--- src/rtl/sprite_engine_if.sv ---
// ---------------------------------------------------------------------------
// sprite_engine_if
//
// Read bus between the sprite overlay stage and the external sprite RGB
// memory. The sprite engine is the master: it issues a registered read
// address every pixel clock and the memory returns the {R,G,B} texel a
// fixed number of cycles later. There is no handshake because the pipeline
// never stalls.
//
// Signals:
//   mem_addr  master -> slave  ADDR_W  texel read address
//   mem_rgb   slave -> master  24      {R,G,B} texel returned after MEM_LAT
// ---------------------------------------------------------------------------
interface sprite_engine_if #(
    parameter int ADDR_W = 16
) ();

    logic [ADDR_W-1:0] mem_addr;
    logic [23:0]       mem_rgb;

    modport master (
        output mem_addr,
        input  mem_rgb
    );

    modport slave (
        input  mem_addr,
        output mem_rgb
    );

endinterface

--- src/rtl/sprite_engine.sv ---
// ---------------------------------------------------------------------------
// sprite_engine
//
// Sprite overlay stage for the VGA pipeline. For every raster coordinate it
// decides whether the pixel lies inside a movable, optionally scaled and
// horizontally mirrored sprite window, issues the matching texel address to
// the external sprite memory, and returns either the opaque sprite texel or
// black/transparent to the colour mux. Position and mode are written into
// shadow registers at any time and only copied into the active registers on
// frame_start, so the sprite never tears mid-frame.
//
// Pipeline (constant latency MEM_LAT+2, no stalls):
//   S0  combinational box test and texel address from x/y and active regs
//   S1  registered mem_addr and in_box
//   MEM_LAT-deep in_box delay line, aligned with the memory read latency
//   output register: RGB and hit
//
// Ports:
//   clk          in   1       pixel clock
//   rst          in   1       synchronous active-high reset
//   x, y         in   10      raster coordinate
//   frame_start  in   1       commits shadow regs into active regs
//   pos_we       in   1       loads shadow regs from the *_in inputs
//   pos_x_in     in   10      new X position
//   pos_y_in     in   10      new Y position
//   scale_in     in   2       log2 scale (3 behaves as 2)
//   mirror_in    in   1       horizontal flip
//   enable_in    in   1       sprite visible
//   mem          if   master  texel read bus (mem_addr out, mem_rgb in)
//   VGA_RED      out  8       output red
//   VGA_GREEN    out  8       output green
//   VGA_BLUE     out  8       output blue
//   hit          out  1       output pixel is an opaque sprite texel
// ---------------------------------------------------------------------------
module sprite_engine #(
    parameter int          SPR_W   = 224,
    parameter int          SPR_H   = 180,
    parameter int          ADDR_W  = 16,
    parameter int          MEM_LAT = 1,
    parameter int          INIT_X  = 150,
    parameter int          INIT_Y  = 100,
    parameter logic [23:0] KEY_RGB = 24'hFF00FF
) (
    input  logic                   clk,
    input  logic                   rst,
    input  logic [9:0]             x,
    input  logic [9:0]             y,
    input  logic                   frame_start,
    input  logic                   pos_we,
    input  logic [9:0]             pos_x_in,
    input  logic [9:0]             pos_y_in,
    input  logic [1:0]             scale_in,
    input  logic                   mirror_in,
    input  logic                   enable_in,
    sprite_engine_if.master        mem,
    output logic [7:0]             VGA_RED,
    output logic [7:0]             VGA_GREEN,
    output logic [7:0]             VGA_BLUE,
    output logic                   hit
);

    // Shadow registers (written by pos_we)
    logic [9:0]  sh_pos_x_q, sh_pos_x_d;
    logic [9:0]  sh_pos_y_q, sh_pos_y_d;
    logic [1:0]  sh_scale_q, sh_scale_d;
    logic        sh_mirror_q, sh_mirror_d;
    logic        sh_enable_q, sh_enable_d;

    // Active registers (used by the box test)
    logic [9:0]  act_pos_x_q, act_pos_x_d;
    logic [9:0]  act_pos_y_q, act_pos_y_d;
    logic [1:0]  act_scale_q, act_scale_d;
    logic        act_mirror_q, act_mirror_d;
    logic        act_enable_q, act_enable_d;

    // Pipeline registers
    logic [ADDR_W-1:0]  mem_addr_q, mem_addr_d;
    logic               in_box_q, in_box_d;
    logic [MEM_LAT-1:0] in_box_dly_q, in_box_dly_d;
    logic [23:0]        rgb_q, rgb_d;
    logic               hit_q, hit_d;

    // S0 intermediates
    logic [1:0]        eff_scale;
    logic [11:0]       spr_w_scaled;
    logic [11:0]       spr_h_scaled;
    logic [11:0]       x_ext, y_ext;
    logic [11:0]       px_ext, py_ext;
    logic [11:0]       far_x, far_y;
    logic              in_box_s0;
    logic [11:0]       dx, dy;
    logic [11:0]       tx_raw, ty_raw;
    logic [11:0]       tx;
    logic [ADDR_W-1:0] tx_a, ty_a;

    // Shadow/active register update. The active copy takes the shadow's
    // next value, so a pos_we coinciding with frame_start goes straight
    // through to the active registers in the same cycle.
    always_comb begin
        sh_pos_x_d  = sh_pos_x_q;
        sh_pos_y_d  = sh_pos_y_q;
        sh_scale_d  = sh_scale_q;
        sh_mirror_d = sh_mirror_q;
        sh_enable_d = sh_enable_q;
        if (pos_we) begin
            sh_pos_x_d  = pos_x_in;
            sh_pos_y_d  = pos_y_in;
            sh_scale_d  = scale_in;
            sh_mirror_d = mirror_in;
            sh_enable_d = enable_in;
        end

        act_pos_x_d  = act_pos_x_q;
        act_pos_y_d  = act_pos_y_q;
        act_scale_d  = act_scale_q;
        act_mirror_d = act_mirror_q;
        act_enable_d = act_enable_q;
        if (frame_start) begin
            act_pos_x_d  = sh_pos_x_d;
            act_pos_y_d  = sh_pos_y_d;
            act_scale_d  = sh_scale_d;
            act_mirror_d = sh_mirror_d;
            act_enable_d = sh_enable_d;
        end
    end

    // S0: box test and texel address. Everything is widened to 12 bits so
    // px+SW cannot wrap (1023 + 224*4 < 4096); a sprite running past the
    // screen edge is simply clipped by the raster range.
    always_comb begin
        eff_scale    = (act_scale_q == 2'd3) ? 2'd2 : act_scale_q;
        spr_w_scaled = 12'(SPR_W) << eff_scale;
        spr_h_scaled = 12'(SPR_H) << eff_scale;
        x_ext        = {2'b00, x};
        y_ext        = {2'b00, y};
        px_ext       = {2'b00, act_pos_x_q};
        py_ext       = {2'b00, act_pos_y_q};
        far_x        = px_ext + spr_w_scaled;
        far_y        = py_ext + spr_h_scaled;

        in_box_s0 = act_enable_q
                 && (x_ext >= px_ext) && (x_ext < far_x)
                 && (y_ext >= py_ext) && (y_ext < far_y);

        dx     = x_ext - px_ext;
        dy     = y_ext - py_ext;
        tx_raw = dx >> eff_scale;
        ty_raw = dy >> eff_scale;
        tx     = act_mirror_q ? (12'(SPR_W - 1) - tx_raw) : tx_raw;

        tx_a = ADDR_W'(tx);
        ty_a = ADDR_W'(ty_raw);

        in_box_d   = in_box_s0;
        mem_addr_d = in_box_s0 ? (ty_a * ADDR_W'(SPR_W) + tx_a) : '0;
    end

    // in_box delay line: the last stage lines up with mem_rgb for the same
    // pixel, MEM_LAT cycles after mem_addr was issued.
    always_comb begin
        in_box_dly_d    = in_box_dly_q;
        in_box_dly_d[0] = in_box_q;
        for (int i = 1; i < MEM_LAT; i++) begin
            in_box_dly_d[i] = in_box_dly_q[i-1];
        end
    end

    // Output stage: texels matching the key colour are transparent.
    always_comb begin
        hit_d = 1'b0;
        rgb_d = 24'h000000;
        if (in_box_dly_q[MEM_LAT-1] && (mem.mem_rgb != KEY_RGB)) begin
            hit_d = 1'b1;
            rgb_d = mem.mem_rgb;
        end
    end

    // All state. Reset also flushes the pipeline so nothing in flight
    // survives into the restored context.
    always_ff @(posedge clk) begin
        if (rst) begin
            sh_pos_x_q   <= 10'(INIT_X);
            sh_pos_y_q   <= 10'(INIT_Y);
            sh_scale_q   <= 2'd0;
            sh_mirror_q  <= 1'b0;
            sh_enable_q  <= 1'b1;
            act_pos_x_q  <= 10'(INIT_X);
            act_pos_y_q  <= 10'(INIT_Y);
            act_scale_q  <= 2'd0;
            act_mirror_q <= 1'b0;
            act_enable_q <= 1'b1;
            mem_addr_q   <= '0;
            in_box_q     <= 1'b0;
            in_box_dly_q <= '0;
            rgb_q        <= 24'h000000;
            hit_q        <= 1'b0;
        end else begin
            sh_pos_x_q   <= sh_pos_x_d;
            sh_pos_y_q   <= sh_pos_y_d;
            sh_scale_q   <= sh_scale_d;
            sh_mirror_q  <= sh_mirror_d;
            sh_enable_q  <= sh_enable_d;
            act_pos_x_q  <= act_pos_x_d;
            act_pos_y_q  <= act_pos_y_d;
            act_scale_q  <= act_scale_d;
            act_mirror_q <= act_mirror_d;
            act_enable_q <= act_enable_d;
            mem_addr_q   <= mem_addr_d;
            in_box_q     <= in_box_d;
            in_box_dly_q <= in_box_dly_d;
            rgb_q        <= rgb_d;
            hit_q        <= hit_d;
        end
    end

    assign mem.mem_addr = mem_addr_q;
    assign VGA_RED      = rgb_q[23:16];
    assign VGA_GREEN    = rgb_q[15:8];
    assign VGA_BLUE     = rgb_q[7:0];
    assign hit          = hit_q;

endmodule

--- src/flat_wrapper.sv ---
// flat-port wrapper written by rule: the top's interface ports become plain ports
module sprite_engine_flat 
#(
    parameter int          SPR_W   = 224,
    parameter int          SPR_H   = 180,
    parameter int          ADDR_W  = 16,
    parameter int          MEM_LAT = 1,
    parameter int          INIT_X  = 150,
    parameter int          INIT_Y  = 100,
    parameter logic [23:0] KEY_RGB = 24'hFF00FF
)
  (clk, rst, x, y, frame_start, pos_we, pos_x_in, pos_y_in, scale_in, mirror_in, enable_in, VGA_RED, VGA_GREEN, VGA_BLUE, hit, mem_mem_addr, mem_mem_rgb);
  sprite_engine_if #(.ADDR_W(ADDR_W)) mem_i ();
  input  logic clk;
  input  logic rst;
  input  logic [9:0] x;
  input  logic [9:0] y;
  input  logic frame_start;
  input  logic pos_we;
  input  logic [9:0] pos_x_in;
  input  logic [9:0] pos_y_in;
  input  logic [1:0] scale_in;
  input  logic mirror_in;
  input  logic enable_in;
  output logic [7:0] VGA_RED;
  output logic [7:0] VGA_GREEN;
  output logic [7:0] VGA_BLUE;
  output logic hit;
  output wire logic [$bits(mem_i.mem_addr)-1:0] mem_mem_addr;
  input wire logic [$bits(mem_i.mem_rgb)-1:0] mem_mem_rgb;
  assign mem_mem_addr = mem_i.mem_addr;
  assign mem_i.mem_rgb = mem_mem_rgb;
  sprite_engine #(.SPR_W(SPR_W), .SPR_H(SPR_H), .ADDR_W(ADDR_W), .MEM_LAT(MEM_LAT), .INIT_X(INIT_X), .INIT_Y(INIT_Y), .KEY_RGB(KEY_RGB)) u_core (.clk(clk), .rst(rst), .x(x), .y(y), .frame_start(frame_start), .pos_we(pos_we), .pos_x_in(pos_x_in), .pos_y_in(pos_y_in), .scale_in(scale_in), .mirror_in(mirror_in), .enable_in(enable_in), .mem(mem_i), .VGA_RED(VGA_RED), .VGA_GREEN(VGA_GREEN), .VGA_BLUE(VGA_BLUE), .hit(hit));
endmodule
--- config.mk ---
export PLATFORM = sky130hd
export DESIGN_NAME = sprite_engine_flat
export DESIGN_NICKNAME = d
export VERILOG_FILES = /design/src/rtl/sprite_engine_if.sv /design/src/rtl/sprite_engine.sv /design/src/flat_wrapper.sv
export SDC_FILE = /design/constraint.sdc
export NUM_CORES = 1
export LEC_CHECK = 0
export ABC_CLOCK_PERIOD_IN_PS = 5400
export CORE_UTILIZATION = 29
export CTS_CLUSTER_DIAMETER = 40
export DETAILED_ROUTE_END_ITERATION = 10
export SKIP_CTS_REPAIR_TIMING = 1
export SYNTH_ARGS = -nofsm -noshare
export SYNTH_HDL_FRONTEND = slang
export SYNTH_SLANG_ARGS = --single-unit
--- constraint.sdc ---
create_clock -name clk -period 5.4 [get_ports clk]
set_input_delay 1.08 -clock clk [delete_from_list [all_inputs] [get_ports clk]]
set_output_delay 1.08 -clock clk [all_outputs]
set_load 0.005 [all_outputs]
---- Word level (Yosys, flattened, before mapping) ----
Cells that the tools add are included.
Widths: inputs -> output; s select.
storage, ports and cells
  output and inout bits ................... 41
  RAM bits ................................ 0
  word-level logic and storage cells ...... 49
  bits of input ports ..................... 72
  bits in read-only memories .............. 0
  flip-flop bits (word level) ............. 91
  latch bits .............................. 0
  memories kept ........................... 0
cells by class
  divide/modulo/power cells ............... 0
  add/sub/neg operators ................... 6
  mux-type cells .......................... 8
  $mul .................................... 1
  bitwise operators ....................... 2
  magnitude comparators ................... 4
  reduce and logical (&&, ||, !) cells .... 7
  equal/unequal tests ..................... 2
  shift operators ......................... 4
operator list
  kind                   count
  $add 10x12->12         2
  $lt 10x12->1           2
  $ne 24x24->1 const B   1
  $shl 8x2->12 const A   2
  $shr 12x2->12          2
  $sub 10x10->11         2
  $ge 10x10->1           2
  $mux 10                2
  $add 16x12->16         1
  $mul 12x3->11 const B  1
  $mux 12                1
  $sub 8x12->12 const A  1
  $logic_and 1x1->1      5
  $mux 2                 2
  $reduce_or 2->1        2
  $mux 1                 3
  $eq 2x2->1 const B     1
  $not 1->1              2

---- Depth between registers and ports, before layout ----
Gate-level depths: netlist (run 1).
  depth in word-level cells ............... 10
  mapped depth ............................ 24

---- Worst setup path after synthesis (run 1) ----
Ideal clock, no wire load.
  path type ............................... input to register
  start ................................... input port y[0]
  end ..................................... register u_core.mem_addr_q[15], in the netlist u_core.mem.mem_addr[15]
  path buffers ............................ 0
  setup slack ............................. 0.083 ns
  cell stages on the path ................. 22
  arrival time ............................ 5.199 ns
  data required time ...................... 5.282 ns
  cells stage by stage .................... inv_1 > ha_1 > fa_1 > nand2b_1 > a21oi_1 > xor2_1 > nand2_1 > o21ai_1 > fa_1 > ha_1 > inv_1 > fa_1 > inv_1 > ha_1 > o21a_1 > o31a_1 > o21a_1 > o21a_1 > o2111ai_1 > xnor2_1 > nand3_1 > nor3b_1
on the way
  cells in the longest elaborated chain, start to end .. 5
  elaborated cells on any way between the ends .. 10
  those cells by class .................... add/sub: 2; mul: 1; order compare: 2; shift: 1; bitwise: 1; reduce/logical: 3
RTL lines
  element                                                                 line                  source
  from (decl)                                                             flat_wrapper.sv:17    input logic [9:0] y;
  parallel branches: the longest is 5 deep, another holds $add 16x12->16  -
  to (signal assigned)                                                    sprite_engine.sv:208  mem_addr_q <= mem_addr_d;
  to (decl)                                                               sprite_engine.sv:77   logic [ADDR_W-1:0] mem_addr_q, mem_addr_d;
Parallel ways; which one is timed is not known.
A chain may end at the register's enable or synchronous reset.

---- Worst setup path in the final report (run 1) ----
  start ................................... input port y[2]
  end ..................................... register u_core.mem_addr_q[15], in the netlist u_core.mem.mem_addr[15]
The elaborated chain is that of the path after synthesis.

==> impl_table.tex, run 1 <==
\begin{tabular}{lr}
\hline
Metric & Value \\
\hline
\multicolumn{2}{l}{\textbf{GRT}} \\
Routing usage on met2 & 23.15\% \\
Global routing met1 resource utilization & a little under a fifth \\
Final global-route overflow total & 0 \\
Largest net degree at the start of global routing & 51 \\
Antenna violations before repair & 0 \\
Vias in the first global route & 5106 \\
Most congested layer reported by global routing & met2 \\
Global-route wire length before repair & 25040 um \\
Total Routing Usage GR & 14.28\% \\
Met3 Use GR & under 10\% \\
\multicolumn{2}{l}{\textbf{Detailed routing}} \\
Wire length per cell & 13.21 um \\
Number of iterations in the first detailed-routing pass & 5 \\
Remaining antenna violation count after routing & 0 \\
Remaining routing DRC violations & 0 \\
Sum of routed wire length over all layers & 15700 um \\
Vias after detailed routing & 5426 \\
Drt initial violations & 166 \\
Via density per instance & 4.563 \\
\multicolumn{2}{l}{\textbf{Pwr}} \\
Proportion of total power due to net switching & a little under two fifths \\
Internal Pwr Total & 0.002282 W \\
Lkg Pwr & roughly 3.8 nW \\
Combinational fraction of design power & between 60\% and 70\% \\
Clock share of power & roughly 18\% \\
Worst-case vdd ir drop & roughly 0.28 mV \\
NetSw & 0.001384 W \\
Share of power burned in registers & 20.2\% \\
Power density over the cells & 420.4 nW/um2 \\
\multicolumn{2}{l}{\textbf{Timing}} \\
Min cycle time layout & 5.230 ns \\
Final Cycle Share & 96.85\% \\
Hold Fails Final Rpt & 0 \\
Number of pins exceeding their max-slew limit in the final report & 0 \\
Maximum operating frequency & between 0.15 and 0.2 GHz \\
Normalized max-slew margin & 23.95\% \\
Fin Hold WS & about 0.45 ns \\
Final setup viols & 0 \\
Worst Clk Skew & around 0.010 ns \\
Slew at the pin with the worst max-slew slack & $\sim$1.1 ns \\
\multicolumn{2}{l}{\textbf{Setup path}} \\
Arrival time at the worst endpoint & 5.46 ns \\
CP Capture Type & register \\
Flop2flop setup slack & 0.68 ns \\
Crit Path Category & input port to register \\
Terminus of the critical flop-to-flop path & u\_core.mem.mem\_addr[15] \\
Worst setup SP type & input port \\
Largest fanout of any net on the critical path & 5 \\
R2r worst-path depth & 22 \\
Beginning of the worst register-to-register path & u\_core.act\_pos\_y\_q[1] \\
Data required time of the worst path & between 5 and 6 ns \\
\multicolumn{2}{l}{\textbf{Clock tree}} \\
Later-pin clock latency in the skew report & 0.35 ns \\
Clock Tree Root & clkbuf\_16 \\
Clock tree from TritonCTS & done \\
H-tree depth reported by CTS & 3 \\
Number of buffers between clock root and the deepest sink & 2 \\
Cts bufs inserted & 9 \\
Clock transition at the registers of the reported paths & about 0.080 ns \\
TritonCTS sink count & 91 \\
\multicolumn{2}{l}{\textbf{Final layout}} \\
Diodes inserted & 0 \\
Filler-free cell count of the finished design & between 1000 and 1500 \\
Fraction of final layout cells with drive strength greater than 1 & 17.72\% \\
Total number of nets in the final design & roughly 1100 \\
Fill cell count & 2111 \\
Area Growth Syn to Fin & 40.05\% \\
\multicolumn{2}{l}{\textbf{Flow run}} \\
MaxCap Viol Count & 0 \\
\multicolumn{2}{l}{\textbf{Yosys}} \\
Average cell area after synthesis & about 8.5 um2 \\
Instance count of the mapped netlist & 733 \\
Post-synthesis instance area & 6226 um2 \\
Synth async-reset ratio & 0\% \\
Synthesized netlist net count & 882 \\
Cell variety after synth & 66 \\
Primary FF master, synth & dfxtp\_1 \\
Synth warn & 0 \\
Number of enable flip-flop cells after synthesis & 0 \\
Register area share after synthesis & 29.26\% \\
Count of state elements after synthesis & 91 \\
\multicolumn{2}{l}{\textbf{Hold path}} \\
Hold endpoint & u\_core.in\_box\_dly\_q \\
Count of cells along the worst hold path & 1 \\
Worst hold path startpoint & u\_core.in\_box\_dly\_d \\
Hold/Removal Path Class & register to register \\
\multicolumn{2}{l}{\textbf{Floorplanning}} \\
Die Y-Extent & around 150 um \\
Total die area & 22060 um2 \\
Area of the placeable core & about 21000 um2 \\
DIE WIDTH & 148.5 um \\
Initial Utilization & 29.62\% \\
I/O Pins & about 110 \\
Number of placement rows & 53 \\
\multicolumn{2}{l}{\textbf{Placed design}} \\
Global placer's final weighted congestion & 0.8296 \\
Cell total after placement & 1169 \\
HPWL after detailed placement & 12370 um \\
Count of buffers from port buffering & 112 \\
\multicolumn{2}{l}{\textbf{Run status}} \\
Run status & completed \\
\hline
\end{tabular}
## worst max-delay path by stage
stage | start | slack [ns] | end
after floorplan | y[0] | 0.08 | u_core.mem.mem_addr[15]
after global placement | y[0] | -0.42 | u_core.mem.mem_addr[15]
after detailed placement | y[0] | -0.51 | u_core.mem.mem_addr[15]
after CTS | y[0] | -0.16 | u_core.mem.mem_addr[15]
after global routing | y[3] | -0.04 | u_core.mem.mem_addr[15]
final | y[2] | 0.17 | u_core.mem.mem_addr[15]
## Yosys cell counts, types with 2 or more instances
library cell / number / area, um2
a211oi_1: 27 / 202.7
nand3b_1: 5 / 37.54
nor2b_1: 8 / 50.05
clkbuf_1: 23 / 86.33
and2_1: 29 / 181.4
o21bai_1: 8 / 60.06
nand4_1: 5 / 31.28
xnor2_1: 29 / 254.0
mux2i_1: 33 / 330.3
o21ai_0: 32 / 160.2
nor3_1: 11 / 55.05
nand2b_1: 15 / 93.84
mux2_2: 2 / 22.52
nor4b_1: 2 / 17.52
xor2_1: 20 / 175.2
o211ai_1: 3 / 22.52
a21oi_1: 53 / 265.3
o21a_1: 9 / 67.56
a2111oi_0: 2 / 17.52
nor2_1: 93 / 349.1
or3_1: 2 / 12.51
buf_1: 4 / 15.01
nor4_1: 3 / 18.77
ha_1: 68 / 850.8
nand2_1: 22 / 82.58
dfxtp_1: 91 / 1822
a21o_1: 14 / 105.1
fa_1: 9 / 180.2
o31a_1: 3 / 26.28
or2_2: 10 / 62.56
a31oi_1: 3 / 18.77
buf_6: 2 / 22.52
o2111ai_1: 3 / 26.28
o21ai_1: 4 / 20.02
inv_1: 50 / 187.7
nand3_1: 5 / 25.02
or4_1: 2 / 15.01
## metrics by stage
step           setup slack, ns  setup TNS (ns)  power, W  area [um2]  utilization (%)
2_1_floorplan          0.08310               0  0.002080        6226                -
3_3_place_gp           -0.4170          -1.123  0.002851        8155            38.80
3_5_place_dp           -0.5096          -1.495  0.002870        8155            38.80
4_1_cts                -0.1609         -0.2062  0.003548        8469            40.29
5_1_grt               -0.04431        -0.04431  0.003961        8720            41.48
6_report                0.1703               0  0.003666        8720            41.48
## cell families after synthesis
kind of cell    count (synthesis)  synth area share (%)
simple gates                  222                 17.99
compound gates                176                 18.21
flops                          91                 29.26
buf+inv                        82                 5.365
fa+ha+maj                      77                 16.56
xor+xnor                       49                 6.893
mux                            35                 5.667
other cells                     1               0.06023
## state kept, by name (all words and copies together) (netlist names)
name                 cells
u_core.sh_mirror_q       1
u_core.act_enable_q      1
u_core.sh_pos_y_q       10
u_core.act_pos_x_q      10
u_core.rgb_q            24
u_core.act_pos_y_q      10
u_core.in_box_dly_q      1
u_core.mem.mem_addr     16
u_core.hit               1
u_core.sh_scale_q        2
u_core.in_box_dly_d      1
u_core.sh_enable_q       1
u_core.sh_pos_x_q       10
u_core.act_scale_q       2
u_core.act_mirror_q      1
## power groups by stage
stage	Combinational (W)	Clock, W	Sequential (W)
2_1_floorplan	0.00133	0	0.000749
3_3_place_gp	0.00210	0	0.000755
3_5_place_dp	0.00212	0	0.000755
4_1_cts	0.00213	0.000679	0.000739
5_1_grt	0.00251	0.000707	0.000744
6_report	0.00227	0.000657	0.000739
## cell type report
class | count | area (um2) | area share (%)
Inverter | 51 | 191.4 | 2.195
Clock inverter | 7 | 88.84 | 1.019
Timing Repair Buffer | 196 | 1759 | 20.18
Sequential cell | 91 | 1822 | 20.89
Clock buffer | 9 | 225.2 | 2.583
Tap cell | 275 | 344.1 | 3.946
Multi-Input combinational cell | 560 | 4289 | 49.19
## worst max-delay path: stages
cell             delay [ns]
clkdlybuf4s50_1        0.49
ha_2                   0.32
buf_4                  0.17
xor2_4                 0.18
nor2_1                 0.07
a21oi_2                0.11
o21ai_2                0.08
fa_1                   0.56
ha_2                   0.20
inv_2                  0.04
fa_2                   0.52
inv_2                  0.04
ha_4                   0.21
o21a_1                 0.18
o31a_1                 0.11
o21a_1                 0.21
o21a_1                 0.21
o2111ai_2              0.20
xnor2_1                0.16
nand3_1                0.11
nor3b_2                0.18
## cell usage in the layout (no fill, tap or decap), types with 9 or more instances in the layout
cell             synthesis  routed
clkdlybuf4s50_1          0     109
nor2_1                  93      92
dfxtp_1                 91      91
buf_4                    0      84
ha_1                    68      60
a21oi_1                 53      48
inv_1                   50      47
mux2i_1                 33      33
o21ai_0                 32      31
and2_1                  29      29
xnor2_1                 29      27
a211oi_1                27      25
nand2_1                 22      22
xor2_1                  20      16
nand2b_1                15      14
a21o_1                  14      14
nor3_1                  11      11
or2_2                   10      10
clkbuf_16                0       9
## layer usage
metal / share of wire [%] / vias to the layer above
met5: 0 / -
met4: 1.1 / 0
met3: 5.0 / 12
met2: 46 / 90
met1: 47 / 2428
li1: - / 2896
(Power assumes the default switching activity.)
==> run 2: changes to the inputs <==
--- a/config.mk
+++ b/config.mk
@@ -8,6 +8,7 @@
 export ABC_CLOCK_PERIOD_IN_PS = 5400
 export CORE_UTILIZATION = 29
 export CTS_CLUSTER_DIAMETER = 40
+export CTS_CLUSTER_SIZE = 25
 export DETAILED_ROUTE_END_ITERATION = 10
 export SKIP_CTS_REPAIR_TIMING = 1
 export SYNTH_ARGS = -nofsm -noshare
==> results of run 2 <==
No change in the layout: final DEF, timing and power equal those of run 1.
==> run 3: changes to the inputs <==
--- a/config.mk
+++ b/config.mk
@@ -10,7 +10,9 @@
 export CTS_CLUSTER_DIAMETER = 40
 export CTS_CLUSTER_SIZE = 25
 export DETAILED_ROUTE_END_ITERATION = 10
+export MAX_ROUTING_LAYER = met4
 export SKIP_CTS_REPAIR_TIMING = 1
+export SLEW_MARGIN = 20
 export SYNTH_ARGS = -nofsm -noshare
 export SYNTH_HDL_FRONTEND = slang
 export SYNTH_SLANG_ARGS = --single-unit
==> impl_table.tex, run 3 (synthesis gave the netlist of run 1 again) <==
\begin{tabular}{lr}
\hline
Metric & Value \\
\hline
\multicolumn{2}{l}{\textbf{Floorplanning}} \\
Number of placement rows & 53 (unchanged) \\
Total die area & 22060 um2 (unchanged) \\
Die Y-Extent & 148.5 um (unchanged) \\
Initial Utilization & 29.62\% (unchanged) \\
Area of the placeable core & 21020 um2 (unchanged) \\
I/O Pins & 113 (unchanged) \\
DIE WIDTH & 148.5 um (unchanged) \\
\multicolumn{2}{l}{\textbf{Timing}} \\
Final setup slack of the worst path & 0.1909 ns (+0.02059 ns) \\
Worst Clk Skew & 0.008998 ns (-0.001392 ns) \\
Number of pins exceeding their max-slew limit in the final report & 0 (unchanged) \\
Hold Fails Final Rpt & 0 (unchanged) \\
Maximum operating frequency & 0.1920 GHz (+0.40\%) \\
Final Cycle Share & 96.47\% (-0.38 points) \\
Final sum of negative setup slack & 0 ns (unchanged) \\
Normalized max-slew margin & 27.53\% (+3.6 points) \\
Final setup viols & 0 (unchanged) \\
Min cycle time layout & 5.209 ns (-0.02059 ns) \\
Slew at the pin with the worst max-slew slack & 1.084 ns (-0.05709 ns) \\
\multicolumn{2}{l}{\textbf{Pwr}} \\
Lkg Pwr & 3.804 nW (about the same) \\
Overall power & 0.003654 W (-0.31\%) \\
Power density over the cells & 418.7 nW/um2 (-0.40\%) \\
Worst-case vdd ir drop & 0.2547 mV (-9.5\%) \\
\multicolumn{2}{l}{\textbf{Detailed routing}} \\
Wire length per cell & 12.96 um (-1.9\%) \\
Number of iterations in the first detailed-routing pass & 4 (-1) \\
Sum of routed wire length over all layers & 15410 um (-1.9\%) \\
Remaining routing DRC violations & 0 (unchanged) \\
Via density per instance & 4.534 (-0.65\%) \\
Drt initial violations & 184 (+11\%) \\
Remaining antenna violation count after routing & 0 (unchanged) \\
Vias after detailed routing & 5391 (-0.65\%) \\
\multicolumn{2}{l}{\textbf{Clock tree}} \\
Clock transition at the registers of the reported paths & 0.08 ns (about the same) \\
Clock tree from TritonCTS & done \\
Later-pin clock latency in the skew report & 0.35 ns (about the same) \\
H-tree depth reported by CTS & 3 (unchanged) \\
Clock Tree Root & clkbuf\_16 \\
Number of buffers between clock root and the deepest sink & 2 (unchanged) \\
Cts bufs inserted & 9 (unchanged) \\
TritonCTS sink count & 91 (unchanged) \\
\multicolumn{2}{l}{\textbf{Setup path}} \\
Cell family with the largest share of critical-path delay & adder cells \\
Critical path depth & 21 (unchanged) \\
Arrival time at the worst endpoint & 5.43 ns (-0.03 ns) \\
Data required time of the worst path & 5.62 ns (about the same) \\
Crit Path Category & input port to register \\
Terminus of the critical flop-to-flop path & u\_core.mem.mem\_addr[15] \\
Crit path largest cell delay & 0.56 ns (about the same) \\
Worst setup SP type & input port \\
CP Capture Type & register \\
CP cell instances & clkdlybuf4s50\_1 > ha\_2 > buf\_4 > xor2\_2 > nor2\_1 > a21oi\_2 > o21ai\_2 > fa\_1 > ha\_2 > inv\_2 > fa\_2 > inv\_2 > ha\_4 > o21a\_1 > o31a\_1 > o21a\_1 > o21a\_1 > o2111ai\_2 > xnor2\_2 > nand3\_1 > nor3b\_2 \\
Slowest-stage cell, CP & fa\_1 \\
WP buf/inv & 4 (unchanged) \\
Largest fanout of any net on the critical path & 5 (unchanged) \\
Flop2flop setup slack & 0.72 ns (+0.04 ns) \\
Cell repeated most along the worst path & o21a\_1 \\
R2r worst-path depth & 22 (unchanged) \\
Beginning of the worst register-to-register path & u\_core.act\_pos\_y\_q[1] \\
\multicolumn{2}{l}{\textbf{Placed design}} \\
Cell total after placement & 1169 (unchanged) \\
Count of buffers from port buffering & 112 (unchanged) \\
Post-placement setup slack & -0.5131 ns (-0.003458 ns) \\
Global placer's final weighted congestion & 0.8423 (+1.5\%) \\
HPWL after detailed placement & 12390 um (+0.18\%) \\
\multicolumn{2}{l}{\textbf{Run status}} \\
Run status & completed \\
\multicolumn{2}{l}{\textbf{Final layout}} \\
Largest Register & u\_core.rgb\_q \\
Fraction of final layout cells with drive strength greater than 1 & 17.72\% (unchanged) \\
Final standard cell utilization of the core & 41.52\% (about the same) \\
Filler-free cell count of the finished design & 1189 (unchanged) \\
Area Growth Syn to Fin & 40.17\% (about the same) \\
Diodes inserted & 0 (unchanged) \\
Most common cell after layout, fill and taps aside & clkdlybuf4s50\_1 \\
Number of flip-flops in the largest register & 24 (unchanged) \\
Top library cells by usage in the layout, fill and taps aside & clkdlybuf4s50\_1 (109), nor2\_1 (92), dfxtp\_1 (91) \\
Total number of nets in the final design & 1058 (unchanged) \\
\multicolumn{2}{l}{\textbf{Hold path}} \\
Worst hold path startpoint & u\_core.in\_box\_dly\_d \\
Hold endpoint & u\_core.in\_box\_dly\_q \\
Count of cells along the worst hold path & 1 (unchanged) \\
Hold/Removal Path Class & register to register \\
\multicolumn{2}{l}{\textbf{GRT}} \\
Largest net degree at the start of global routing & 51 (unchanged) \\
Total Routing Usage GR & 14.69\% (+0.41 points) \\
Final global-route overflow total & 0 (unchanged) \\
Antenna violations before repair & 0 (unchanged) \\
Vias in the first global route & 5084 (-0.43\%) \\
Global-route wire length before repair & 25120 um (+0.30\%) \\
\multicolumn{2}{l}{\textbf{Flow run}} \\
MaxCap Viol Count & 0 (unchanged) \\
\hline
\end{tabular}
==> run 3: cell counts in the layout (fill, tap and decap cells not counted) <==
No cell type changed its count.
==> run 3: final cells by class <==
type                       count  area [um2]
clock buffer                   9       225.2
fill                        2086       12290
inverter                      51       191.4
tap                          275       344.1
multi-input combinational    560        4297
timing repair buffer         196        1759
sequential                    91        1822
clock inverter                 7       88.84
==> run 3: power by group <==
group / switching (W) / internal, W / leakage (nW) / total (W)
sequential: 0.0000224 / 0.000716 / 0.744 / 0.000738
clock: 0.000319 / 0.000334 / 0.153 / 0.000653
combinational: 0.00103 / 0.00124 / 2.91 / 0.00226
total: 0.00137 / 0.00229 / 3.80 / 0.00365
==> run 3: worst max-delay path by stage <==
stage / start / endpoint / slack (ns)
3_3_place_gp: y[0] / u_core.mem.mem_addr[15] / -0.42
5_1_grt: y[3] / u_core.mem.mem_addr[15] / -0.009
3_5_place_dp: y[0] / u_core.mem.mem_addr[15] / -0.51
4_1_cts: y[0] / u_core.mem.mem_addr[15] / -0.16
6_report: y[2] / u_core.mem.mem_addr[15] / 0.19
2_1_floorplan: y[0] / u_core.mem.mem_addr[15] / 0.08
==> run 3: layer usage <==
layer | vias to the layer above | GRT usage (%) | wire length [um]
met3 | 14 | 2.914 | 624
li1 | 2895 | - | -
met5 | - | - | 0
met2 | 98 | 22.94 | 7013
met1 | 2384 | 19.11 | 7571
met4 | 0 | 4.175 | 198
==> run 3: stage by stage <==
step / instance area [um2] / hold slack (ns)
3_5_place_dp: 8167 / 0.4430
5_1_grt: 8727 / 0.4551
2_1_floorplan: 6226 / 0.4138
4_1_cts: 8481 / 0.4531
6_report: 8727 / 0.4454
3_3_place_gp: 8155 / 0.4318
